## src/rtl/mips_encoder_pkg.sv

```systemverilog
// Shared types and MIPS64 opcode/funct constants for the instruction encoder.
package mips_encoder_pkg;

  typedef enum logic [3:0] {
    ENC_NOP,
    ENC_ADDU,
    ENC_ADDIU,
    ENC_ORI,
    ENC_LUI,
    ENC_SLL,
    ENC_DSLL,
    ENC_LW,
    ENC_SW,
    ENC_BEQ,
    ENC_J,
    ENC_MOVE,
    ENC_LI32,
    ENC_LI64
  } enc_op_t;

  typedef enum logic [1:0] {
    FMT_R,
    FMT_I,
    FMT_J
  } fmt_t;

  typedef enum logic {
    ST_IDLE,
    ST_EMIT
  } state_t;

  localparam logic [5:0] OP_SPECIAL = 6'h00;
  localparam logic [5:0] OP_J       = 6'h02;
  localparam logic [5:0] OP_BEQ     = 6'h04;
  localparam logic [5:0] OP_ADDIU   = 6'h09;
  localparam logic [5:0] OP_ORI     = 6'h0d;
  localparam logic [5:0] OP_LUI     = 6'h0f;
  localparam logic [5:0] OP_LW      = 6'h23;
  localparam logic [5:0] OP_SW      = 6'h2b;

  localparam logic [5:0] OP0_SLL    = 6'h00;
  localparam logic [5:0] OP0_ADDU   = 6'h21;
  localparam logic [5:0] OP0_DSLL   = 6'h38;

  localparam logic [3:0] ENC_LAST_LEGAL = 4'd13;

  // Index of the final word of a request (word count minus one).
  function automatic logic [2:0] last_idx(
    input enc_op_t     op,
    input logic [31:0] imm
  );
    logic [2:0] idx;
    idx = 3'd0;
    if (op == ENC_LI64) idx = 3'd5;
    if (op == ENC_LI32 && imm[31:16] != 16'h0 && imm[15:0] != 16'h0)
      idx = 3'd1;
    return idx;
  endfunction

endpackage

```

## src/rtl/mips_inst_pack.sv

```systemverilog
// Combinational R/I/J field packer for 32-bit MIPS instruction words.
module mips_inst_pack
  import mips_encoder_pkg::*;
(
  input  fmt_t        fmt,
  input  logic [5:0]  opcode,
  input  logic [4:0]  rs,
  input  logic [4:0]  rt,
  input  logic [4:0]  rd,
  input  logic [4:0]  shamt,
  input  logic [5:0]  funct,
  input  logic [15:0] imm16,
  input  logic [25:0] target26,
  output logic [31:0] inst
);

  always_comb begin
    unique case (fmt)
      FMT_I:   inst = {opcode, rs, rt, imm16};
      FMT_J:   inst = {opcode, target26};
      default: inst = {opcode, rs, rt, rd, shamt, funct};
    endcase
  end

endmodule

```

## src/rtl/mips_encoder.sv

```systemverilog
// Request-to-instruction encoder: expands ops and pseudo-ops into a
// valid/ready stream of MIPS64 instruction words.
module mips_encoder
  import mips_encoder_pkg::*;
#(
  parameter int IMM_W = 64
) (
  input  logic             clk,
  input  logic             reset,
  input  logic             flush,
  input  logic             req_valid,
  output logic             req_ready,
  input  logic [3:0]       req_op,
  input  logic [4:0]       req_rs,
  input  logic [4:0]       req_rt,
  input  logic [4:0]       req_rd,
  input  logic [4:0]       req_shamt,
  input  logic [IMM_W-1:0] req_imm,
  output logic             out_valid,
  input  logic             out_ready,
  output logic [31:0]      out_inst,
  output logic             out_last,
  output logic             out_err,
  output logic             busy
);

  state_t      state_q, state_d;
  enc_op_t     op_q, op_d;
  logic [4:0]  rs_q, rs_d, rt_q, rt_d;
  logic [4:0]  rd_q, rd_d, sh_q, sh_d;
  logic [63:0] imm_q, imm_d;
  logic [2:0]  step_q, step_d;
  logic [2:0]  lidx_q, lidx_d;
  logic        out_valid_q, out_valid_d;
  logic [31:0] out_inst_q, out_inst_d;
  logic        out_last_q, out_last_d;
  logic        err_q, err_d;

  logic        accept, fire, legal;
  enc_op_t     req_op_e;
  logic [63:0] req_imm64;

  enc_op_t     g_op;
  logic [4:0]  g_rs, g_rt, g_rd, g_sh;
  logic [63:0] g_imm;
  logic [2:0]  g_step;

  fmt_t        p_fmt;
  logic [5:0]  p_opc, p_fn;
  logic [4:0]  p_rs, p_rt, p_rd, p_sh;
  logic [15:0] p_imm16;
  logic [31:0] word;

  assign req_op_e  = enc_op_t'(req_op);
  assign req_imm64 = 64'(req_imm);
  assign legal     = req_op <= ENC_LAST_LEGAL;

  assign req_ready = (state_q == ST_IDLE) && !out_valid_q
                   && !reset && !flush;
  assign accept    = req_valid && req_ready;
  assign fire      = out_valid_q && out_ready;

  assign out_valid = out_valid_q;
  assign out_inst  = out_inst_q;
  assign out_last  = out_last_q;
  assign out_err   = err_q;
  assign busy      = state_q == ST_EMIT;

  always_ff @(posedge clk) begin
    if (reset) state_q <= ST_IDLE;
    else       state_q <= state_d;
  end

  always_comb begin
    state_d = state_q;
    unique case (state_q)
      ST_IDLE: if (accept && legal) state_d = ST_EMIT;
      ST_EMIT: if (fire && out_last_q) state_d = ST_IDLE;
      default: state_d = ST_IDLE;
    endcase
    if (flush) state_d = ST_IDLE;
  end

  // The word generator sees the live request on accept, else the next step.
  always_comb begin
    g_op   = accept ? req_op_e  : op_q;
    g_rs   = accept ? req_rs    : rs_q;
    g_rt   = accept ? req_rt    : rt_q;
    g_rd   = accept ? req_rd    : rd_q;
    g_sh   = accept ? req_shamt : sh_q;
    g_imm  = accept ? req_imm64 : imm_q;
    g_step = accept ? 3'd0      : step_q + 3'd1;
  end

  always_comb begin
    p_fmt   = FMT_R;
    p_opc   = OP_SPECIAL;
    p_rs    = '0;
    p_rt    = '0;
    p_rd    = '0;
    p_sh    = '0;
    p_fn    = '0;
    p_imm16 = g_imm[15:0];
    unique case (g_op)
      ENC_ADDU: begin
        p_rs = g_rs; p_rt = g_rt; p_rd = g_rd; p_fn = OP0_ADDU;
      end
      ENC_MOVE: begin
        p_rs = g_rs; p_rd = g_rd; p_fn = OP0_ADDU;
      end
      ENC_SLL: begin
        p_rt = g_rt; p_rd = g_rd; p_sh = g_sh; p_fn = OP0_SLL;
      end
      ENC_DSLL: begin
        p_rt = g_rt; p_rd = g_rd; p_sh = g_sh; p_fn = OP0_DSLL;
      end
      ENC_ADDIU: begin
        p_fmt = FMT_I; p_opc = OP_ADDIU; p_rs = g_rs; p_rt = g_rt;
      end
      ENC_ORI: begin
        p_fmt = FMT_I; p_opc = OP_ORI; p_rs = g_rs; p_rt = g_rt;
      end
      ENC_LW: begin
        p_fmt = FMT_I; p_opc = OP_LW; p_rs = g_rs; p_rt = g_rt;
      end
      ENC_SW: begin
        p_fmt = FMT_I; p_opc = OP_SW; p_rs = g_rs; p_rt = g_rt;
      end
      ENC_BEQ: begin
        p_fmt = FMT_I; p_opc = OP_BEQ; p_rs = g_rs; p_rt = g_rt;
      end
      ENC_LUI: begin
        p_fmt = FMT_I; p_opc = OP_LUI; p_rt = g_rt;
      end
      ENC_J: begin
        p_fmt = FMT_J; p_opc = OP_J;
      end
      ENC_LI32: begin
        p_fmt = FMT_I;
        p_rt  = g_rt;
        if (g_step == 3'd0 && g_imm[31:16] != 16'h0) begin
          p_opc   = OP_LUI;
          p_imm16 = g_imm[31:16];
        end else begin
          p_opc = OP_ORI;
          p_rs  = (g_step == 3'd0) ? 5'd0 : g_rt;
        end
      end
      ENC_LI64: begin
        p_fmt = FMT_I;
        p_opc = OP_ORI;
        p_rs  = g_rt;
        p_rt  = g_rt;
        unique case (g_step)
          3'd0: begin
            p_opc = OP_LUI; p_rs = '0; p_imm16 = g_imm[63:48];
          end
          3'd1: p_imm16 = g_imm[47:32];
          3'd2, 3'd4: begin
            p_fmt = FMT_R; p_opc = OP_SPECIAL; p_rs = '0;
            p_rd = g_rt; p_sh = 5'd16; p_fn = OP0_DSLL;
          end
          3'd3: p_imm16 = g_imm[31:16];
          default: p_imm16 = g_imm[15:0];
        endcase
      end
      default: ;
    endcase
  end

  mips_inst_pack u_pack (
    .fmt      (p_fmt),
    .opcode   (p_opc),
    .rs       (p_rs),
    .rt       (p_rt),
    .rd       (p_rd),
    .shamt    (p_sh),
    .funct    (p_fn),
    .imm16    (p_imm16),
    .target26 (g_imm[25:0]),
    .inst     (word)
  );

  always_comb begin
    op_d        = op_q;
    rs_d        = rs_q;
    rt_d        = rt_q;
    rd_d        = rd_q;
    sh_d        = sh_q;
    imm_d       = imm_q;
    step_d      = step_q;
    lidx_d      = lidx_q;
    out_valid_d = out_valid_q;
    out_inst_d  = out_inst_q;
    out_last_d  = out_last_q;
    err_d       = 1'b0;
    if (accept) begin
      op_d   = req_op_e;
      rs_d   = req_rs;
      rt_d   = req_rt;
      rd_d   = req_rd;
      sh_d   = req_shamt;
      imm_d  = req_imm64;
      step_d = 3'd0;
      lidx_d = last_idx(req_op_e, req_imm64[31:0]);
      if (legal) begin
        out_valid_d = 1'b1;
        out_inst_d  = word;
        out_last_d  = last_idx(req_op_e, req_imm64[31:0]) == 3'd0;
      end else begin
        err_d = 1'b1;
      end
    end else if (fire) begin
      if (out_last_q) begin
        out_valid_d = 1'b0;
        out_last_d  = 1'b0;
        step_d      = 3'd0;
      end else begin
        step_d     = step_q + 3'd1;
        out_inst_d = word;
        out_last_d = (step_q + 3'd1) == lidx_q;
      end
    end
    if (flush) begin
      out_valid_d = 1'b0;
      out_last_d  = 1'b0;
      step_d      = 3'd0;
    end
  end

  always_ff @(posedge clk) begin
    if (reset) begin
      op_q        <= ENC_NOP;
      rs_q        <= '0;
      rt_q        <= '0;
      rd_q        <= '0;
      sh_q        <= '0;
      imm_q       <= '0;
      step_q      <= '0;
      lidx_q      <= '0;
      out_valid_q <= 1'b0;
      out_inst_q  <= '0;
      out_last_q  <= 1'b0;
      err_q       <= 1'b0;
    end else begin
      op_q        <= op_d;
      rs_q        <= rs_d;
      rt_q        <= rt_d;
      rd_q        <= rd_d;
      sh_q        <= sh_d;
      imm_q       <= imm_d;
      step_q      <= step_d;
      lidx_q      <= lidx_d;
      out_valid_q <= out_valid_d;
      out_inst_q  <= out_inst_d;
      out_last_q  <= out_last_d;
      err_q       <= err_d;
    end
  end

endmodule

```

## config.mk

```make
export PLATFORM = sky130hd
export DESIGN_NAME = mips_encoder
export DESIGN_NICKNAME = d
export VERILOG_FILES = /design/src/rtl/mips_encoder_pkg.sv /design/src/rtl/mips_inst_pack.sv /design/src/rtl/mips_encoder.sv
export SDC_FILE = /design/constraint.sdc
export NUM_CORES = 1
export LEC_CHECK = 0
export ABC_AREA = 0
export CAP_MARGIN = 20
export CORE_MARGIN = 2
export CORE_UTILIZATION = 49
export DETAILED_ROUTE_END_ITERATION = 8
export PLACE_DENSITY = 0.77
export SYNTH_ARGS = -nofsm -noshare
export SYNTH_HDL_FRONTEND = slang
export SYNTH_SLANG_ARGS = --single-unit
```

## constraint.sdc

```tcl
create_clock -name clk -period 9.9 [get_ports clk]
set_input_delay 1.98 -clock clk [delete_from_list [all_inputs] [get_ports clk]]
set_output_delay 1.98 -clock clk [all_outputs]
set_load 0.03 [all_outputs]
```

-- Yosys cells after proc, flatten, opt, wreduce, memory -nomap -nowiden
Index checks and enable logic that the tools add are counted.
- register bits after elaboration: 130
- input bits: 93
- output and inout bits: 37
- logic and storage cells: 123
- add/subtract/negate cells: 1
- magnitude comparators: 1
- eq/ne operators: 24
- mux-type cells: 48
- bitwise logic cells: 2
- reduce and logical (&&, ||, !) cells: 34
- operator list (operator ; number):
    two-way mux 32 bit ; 4
    two-way mux 64 bit ; 1
    one-hot mux 6 bit (9 select lines) ; 1
    one-hot mux 26 bit (2 select lines) ; 1
    two-way mux 5 bit ; 10
    one-hot mux 16 bit (3 select lines) ; 1
    nonzero test 16 bit ; 3
    equality test 4 bit (second input constant) ; 8
    one-hot mux 16 bit (2 select lines) ; 1
    one-hot mux 5 bit (2 select lines) ; 2
    two-way mux 3 bit ; 6
    one-hot mux 6 bit (3 select lines) ; 1
    equality test 4 x 3 -> 1 bit (second input constant) ; 4
    two-way mux 16 bit ; 1
    one-hot mux 5 bit (3 select lines) ; 1
    OR reduction 7 bit ; 2
    two-way mux 1 bit ; 12
    OR reduction 11 bit ; 1
    logical AND 1 bit ; 10
    OR reduction 2 bit ; 5
    equality test 4 x 2 -> 1 bit (second input constant) ; 2
    one-hot mux 4 bit (2 select lines) ; 1
    equality test 3 x 2 -> 1 bit (second input constant) ; 2
    zero test 3 bit ; 2
    other kinds (21) ; 28

-- Logic depth before layout (Yosys ltp)
- word-level depth: 15
- mapped depth: 19
- gate-level depth less buffers: 14

-- By module
Synthesis repeated with hierarchy kept, for this count alone.
- cell total of the unflattened synthesis: 858
- area, all modules: 6742.7 um2
- by module, submodules not included (module ; instances ; cells each ; area each (um2) ; sequential area each (um2)):
    mips_encoder ; 1 ; 779 ; 6251.0 ; 2582.5
    mips_inst_pack ; 1 ; 79 ; 491.7 ; 0.0

-- Worst setup path after synthesis
No wires, ideal clock.
- path type: in2reg
- start: in reset
- end: reg out_inst_q[12], in the netlist out_inst[12]
- library setup time: 120 ps
- arrival: 5460 ps
- data required time: 9780 ps
- slack: 4320 ps
- stages on the path: 19
- path buffers: 7
- path through: or4_1 buf_6 clkinv_4 nand2_4 buf_4 buf_4 buf_2 a21oi_1 o21ai_0 and3_1 ha_1 clkbuf_1 nor2b_1 clkbuf_1 clkbuf_1 a21oi_1 o211ai_1 a221o_1 a211o_1
- word-level cells in the longest chain between the ends: 14
- elaborated cells between the ends (all ways): 50
- ends and longest elaborated chain (item ; RTL line ; source):
    from (decl) ; mips_encoder.sv:9 ; input logic reset,
    zero test 1 bit ; mips_encoder.sv:59 ; && !reset && !flush;
    logical AND 1 bit (2 in a row) ; mips_encoder.sv:59 ;
    logical AND 1 bit ; mips_encoder.sv:60 ; assign accept = req_valid && req_ready;
    two-way mux 3 bit ; mips_encoder.sv:92 ; g_step = accept ? 3'd0 : step_q + 3'd1;
    equality test 3 x 2 -> 1 bit / equality test 3 bit (equally long branches) ; mips_encoder.sv:154 ; unique case (g_step)
    OR reduction 2 bit ; mips_encoder.sv:154 ;
    two-way mux 1 bit ; mips_encoder.sv:154 ;
    one-hot mux 2 bit (3 select lines) ; mips_encoder.sv:104 ; unique case (g_op)
    equality test 2 bit / equality test 2 x 1 -> 1 bit (equally long branches) ; mips_inst_pack.sv:18 ; unique case (fmt)
    one-hot mux 26 bit (2 select lines) ; mips_inst_pack.sv:18 ;
    two-way mux 32 bit ; mips_encoder.sv:214 ; if (out_last_q) begin
    two-way mux 32 bit ; mips_encoder.sv:213 ; end else if (fire) begin
    two-way mux 32 bit ; mips_encoder.sv:197 ; if (accept) begin
    to (signal assigned) ; mips_encoder.sv:255 ; out_inst_q <= out_inst_d;
    to (decl) ; mips_encoder.sv:35 ; logic [31:0] out_inst_q, out_inst_d;
Several ways; a longest one is shown, not always the timed one. The select of a mux whose other input is x is not followed.
A chain may end at the register's enable or synchronous reset.

-- Worst setup path in the final report
- start: in flush
- end: reg out_inst_q[9], in the netlist out_inst[9]
- word-level cells in the longest chain between the ends: 13
- elaborated cells between the ends (all ways): 45
- ends and longest elaborated chain (item ; RTL line ; source):
    from (decl) ; mips_encoder.sv:10 ; input logic flush,
    zero test 1 bit (*) ; mips_encoder.sv:59 ;
    logical AND 1 bit (*) ; mips_encoder.sv:59 ;
    logical AND 1 bit (*) ; mips_encoder.sv:60 ;
    two-way mux 3 bit ; mips_encoder.sv:92 ;
    equality test 3 x 2 -> 1 bit / equality test 3 bit (equally long branches) ; mips_encoder.sv:154 ;
    OR reduction 2 bit ; mips_encoder.sv:154 ;
    two-way mux 1 bit ; mips_encoder.sv:154 ;
    one-hot mux 2 bit (3 select lines) ; mips_encoder.sv:104 ;
    equality test 2 bit / equality test 2 x 1 -> 1 bit (equally long branches) ; mips_inst_pack.sv:18 ;
    one-hot mux 26 bit (2 select lines) ; mips_inst_pack.sv:18 ;
    two-way mux 32 bit ; mips_encoder.sv:214 ;
    two-way mux 32 bit ; mips_encoder.sv:213 ;
    two-way mux 32 bit ; mips_encoder.sv:197 ;
Mark *: on every way between the ends. The rest lies on a longest branch, timed or not. The select of a mux whose other input is x is not followed.

==> flow_metrics.py <==
metrics = {
    "yosys": {
        "synth_edf_count": 0,
        "syn_area_um2": 6640,
        "yosysMostFrequentCell": "nand2_1",
        "yosysWarnings": 0,
        "ys_top_cells_by_count": "nand2_1, dfxtp_1, nor2_1",
        "yosysTopAreaCell": "dfxtp_1",
        "async_reset_ff_frac": 0,
        "ys_types": 75,
        "synth_nets": 904,
        "synth_top_area_share": 0.386,
        "ys_top_cells_by_area": "dfxtp_1, nand2_1, mux2i_1, a21oi_1, nor2_1",
        "seq_area_frac_synth": 0.386,
        "syn_area_per_cell_um2": 8.22,
        "synth_top_flop_cell": "dfxtp_1",
        "synth-seq-cells": 128,
        "syn_inst": 808,
    },
    "floorplanning": {
        "io_pins": 130,
        "coreArea_um2": 13200,
        "start_util": 0.502,
        "die_y_um": 120,
        "die-area_um2": 14500,
        "dieWidth_um": 120,
        "num_rows": 42,
    },
    "detailed_routing": {
        "antenna_left": 0,
        "via_count": 6694,
        "drt_iter0_markers": 872,
        "avgRoutedWirePerCell_um": 19.7,
        "drt_first_pass_iters": 6,
        "wl_mm": 21.4,
        "vias_per_cell": 6.15,
        "drc": 0,
    },
    "worst_setup_path": {
        "crit_path_max_fanout": 53,
        "critPathLaunchType": "input pin",
        "cp.required_ps": 10230,
        "endpoint_kind": "flop",
        "rr_startpoint": "step_q[0]$_SDFFE_PP0P_",
        "slowest_delay_ps": 730,
        "cp_slowest_cell": "nor3_2",
        "startpoint": "flush",
        "path_cells": "clkdlybuf4s50_1 > or4_1 > clkinv_4 > nand2_4 > mux2i_1 > a21oi_1 > o21ai_0 > and3_1 > ha_1 > nand2b_1 > nor3_2 > a221oi_1 > o32a_1 > o221ai_1",
        "cpLargestDelayFamily": "simple AND/OR/NAND/NOR gates",
        "worstPathArrival_ps": 6820,
        "critPathBufInv": 2,
        "crit_type": "in2reg",
    },
    "sta": {
        "max-slew-margin-rel": 0.286,
        "fin_crit_sh": 0.655,
        "rsz0062_at_grt": "false",
        "period_needed_ps": 6490,
        "worstMarginPinSlew_ps": 1060,
        "clock_skew_ps": 10.1,
        "maxSlewViolCount": 0,
        "finalSetupViolCount": 0,
        "max_freq_mhz": 154,
        "tns_ps": 0,
        "hold_violations": 0,
    },
    "run_status": {
        "status": "completed",
    },
    "pwr": {
        "peakVddDrop_v": 0.000107,
        "total_power_w": 0.00136,
        "swShare": 0.254,
        "power.leakage_nw": 3.20,
        "p_sw_w": 0.000346,
        "power_frac_clock": 0.452,
        "seq_power_share": 0.404,
        "p_int_w": 0.00101,
        "power_density_nw_per_um2": 160,
        "p_comb_frac": 0.144,
    },
    "flow_run": {
        "drv_cap": 0,
    },
    "cts": {
        "cts-buffers-inserted": 17,
        "clkSlewWorstSetupHoldPaths_ps": 50,
        "cts_setup_buffers": 0,
        "cts_resized": 0,
        "cts_hold_buf": 0,
        "clock_sinks": 128,
        "htree_levels": 4,
        "cts.path.max_buffers": 2,
        "root_buffer": "clkbuf_16",
        "insertion_delay_ps": 420,
        "tritoncts": "yes",
    },
    "min_path": {
        "hp-start": "out_inst[31]$_SDFFE_PP0P_",
        "hold_path.class": "reg2reg",
    },
    "finish": {
        "num_antenna_cells": 0,
        "area_delta_synth_final_pct": 27.7,
        "final_nets": 997,
        "drive_gt1_frac": 0.0735,
        "fin_area_um2": 8480,
    },
    "global_route": {
        "grt_overflow": 0,
        "antenna_found_initial": 0,
        "grt_pass1_wl_mm": 33.4,
        "grt_max_degree": 83,
        "first_global_vias": 6181,
        "grt_usage": 0.297,
    },
    "placed_design": {
        "dp_hpwl_mm": 14.7,
        "port-buffer-count": 128,
        "dpl_cell_area_um2": 7900,
        "gp_congestion": 0.957,
    },
}
[metrics by stage]
stage | instances | utilization | setup slack (ps) | hold WS [ps]
4_1_cts | 1087 | 0.640 | 3520 | 455
5_1_grt | 1088 | 0.640 | 3180 | 471
2_1_floorplan | 808 | - | 4320 | 436
3_5_place_dp | 1057 | 0.596 | 3120 | 447
3_3_place_gp | 1057 | 0.596 | 3260 | 441
6_report | 1088 | 0.640 | 3410 | 450
[cells in the final DEF, fill, tap and decap left out, types with 12 or more instances in the layout]
master and n:
a21oi_1 76, and2_1 12, clkbuf_16 17, clkdlybuf4s50_1 127
dfxtp_1 128, mux2i_1 43, nand2_1 129, nand2b_1 12
nor2_1 80, nor3_1 17, nor4_1 13, o21ai_0 29
o221ai_1 12
[power groups by stage]
stage / clock [W] / combinational (W) / sequential (W)
after detailed placement: 0 / 0.000191 / 0.000559
after CTS: 0.000617 / 0.000193 / 0.000548
after global routing: 0.000640 / 0.000209 / 0.000550
after global placement: 0 / 0.000189 / 0.000558
after floorplan: 0 / 0.0000973 / 0.000568
final: 0.000614 / 0.000196 / 0.000548
[registers in the layout (all words and copies together) (netlist names)]
name       count
out_last       1
rd_q           5
lidx_q         2
out_valid      1
rs_q           5
step_q         3
out_inst      31
rt_q           5
busy           1
op_q           4
out_err        1
imm_q         64
sh_q           5
[logic make-up (layout without fill, tap and decap cells)]
logic type / after synthesis / count (layout) / share of synthesized area
AND/OR/NAND/NOR: 317 / 317 / 0.220
AO/OA/AOI/OAI: 230 / 230 / 0.246
flip-flops: 128 / 128 / 0.386
buffers and inverters: 69 / 173 / 0.0495
multiplexers: 54 / 54 / 0.0840
XOR/XNOR: 5 / 5 / 0.00659
adder cells (fa/ha/maj): 4 / 4 / 0.00716
other: 1 / 1 / 0.000565
[final timing paths]
check / endpoint / cells after the start / slack (ps)
max: out_inst[9]$_SDFFE_PP0P_ / 14 / 3410
min: out_inst[31]$_SDFFE_PP0P_ / 2 / 450
max reg2reg: out_inst[9]$_SDFFE_PP0P_ / 12 / 4890
min reg2reg: out_inst[31]$_SDFFE_PP0P_ / 2 / 450
[tightest hold or removal path: cells and delay by family, from the launching register on]
kind               cells  cell delay [ps]
and+or+nand+nor        1               50
DFF                    1              300
AOI/OAI and AO/OA      1               50
[final cells by class]
type,instances,area [um^2]
Fill cell,1196,4760
Multi-Input combinational cell,611,3760
Sequential cell,128,2560
Timing Repair Buffer,135,1330
Clock buffer,19,433
Tap cell,176,220
Clock inverter,11,140
Inverter,8,35.0
[per-layer routing]
| layer | wire [um] | vias to the layer above | GRT usage |
|---|---|---|---|
| met2 | 9210 | 432 | 0.431 |
| met4 | 665 | 0 | 0.121 |
| met3 | 2390 | 67 | 0.0726 |
| met1 | 9160 | 3054 | 0.420 |
| li1 | - | 3141 | - |
| met5 | 0 | - | 0 |
(Power assumes the default switching activity.)
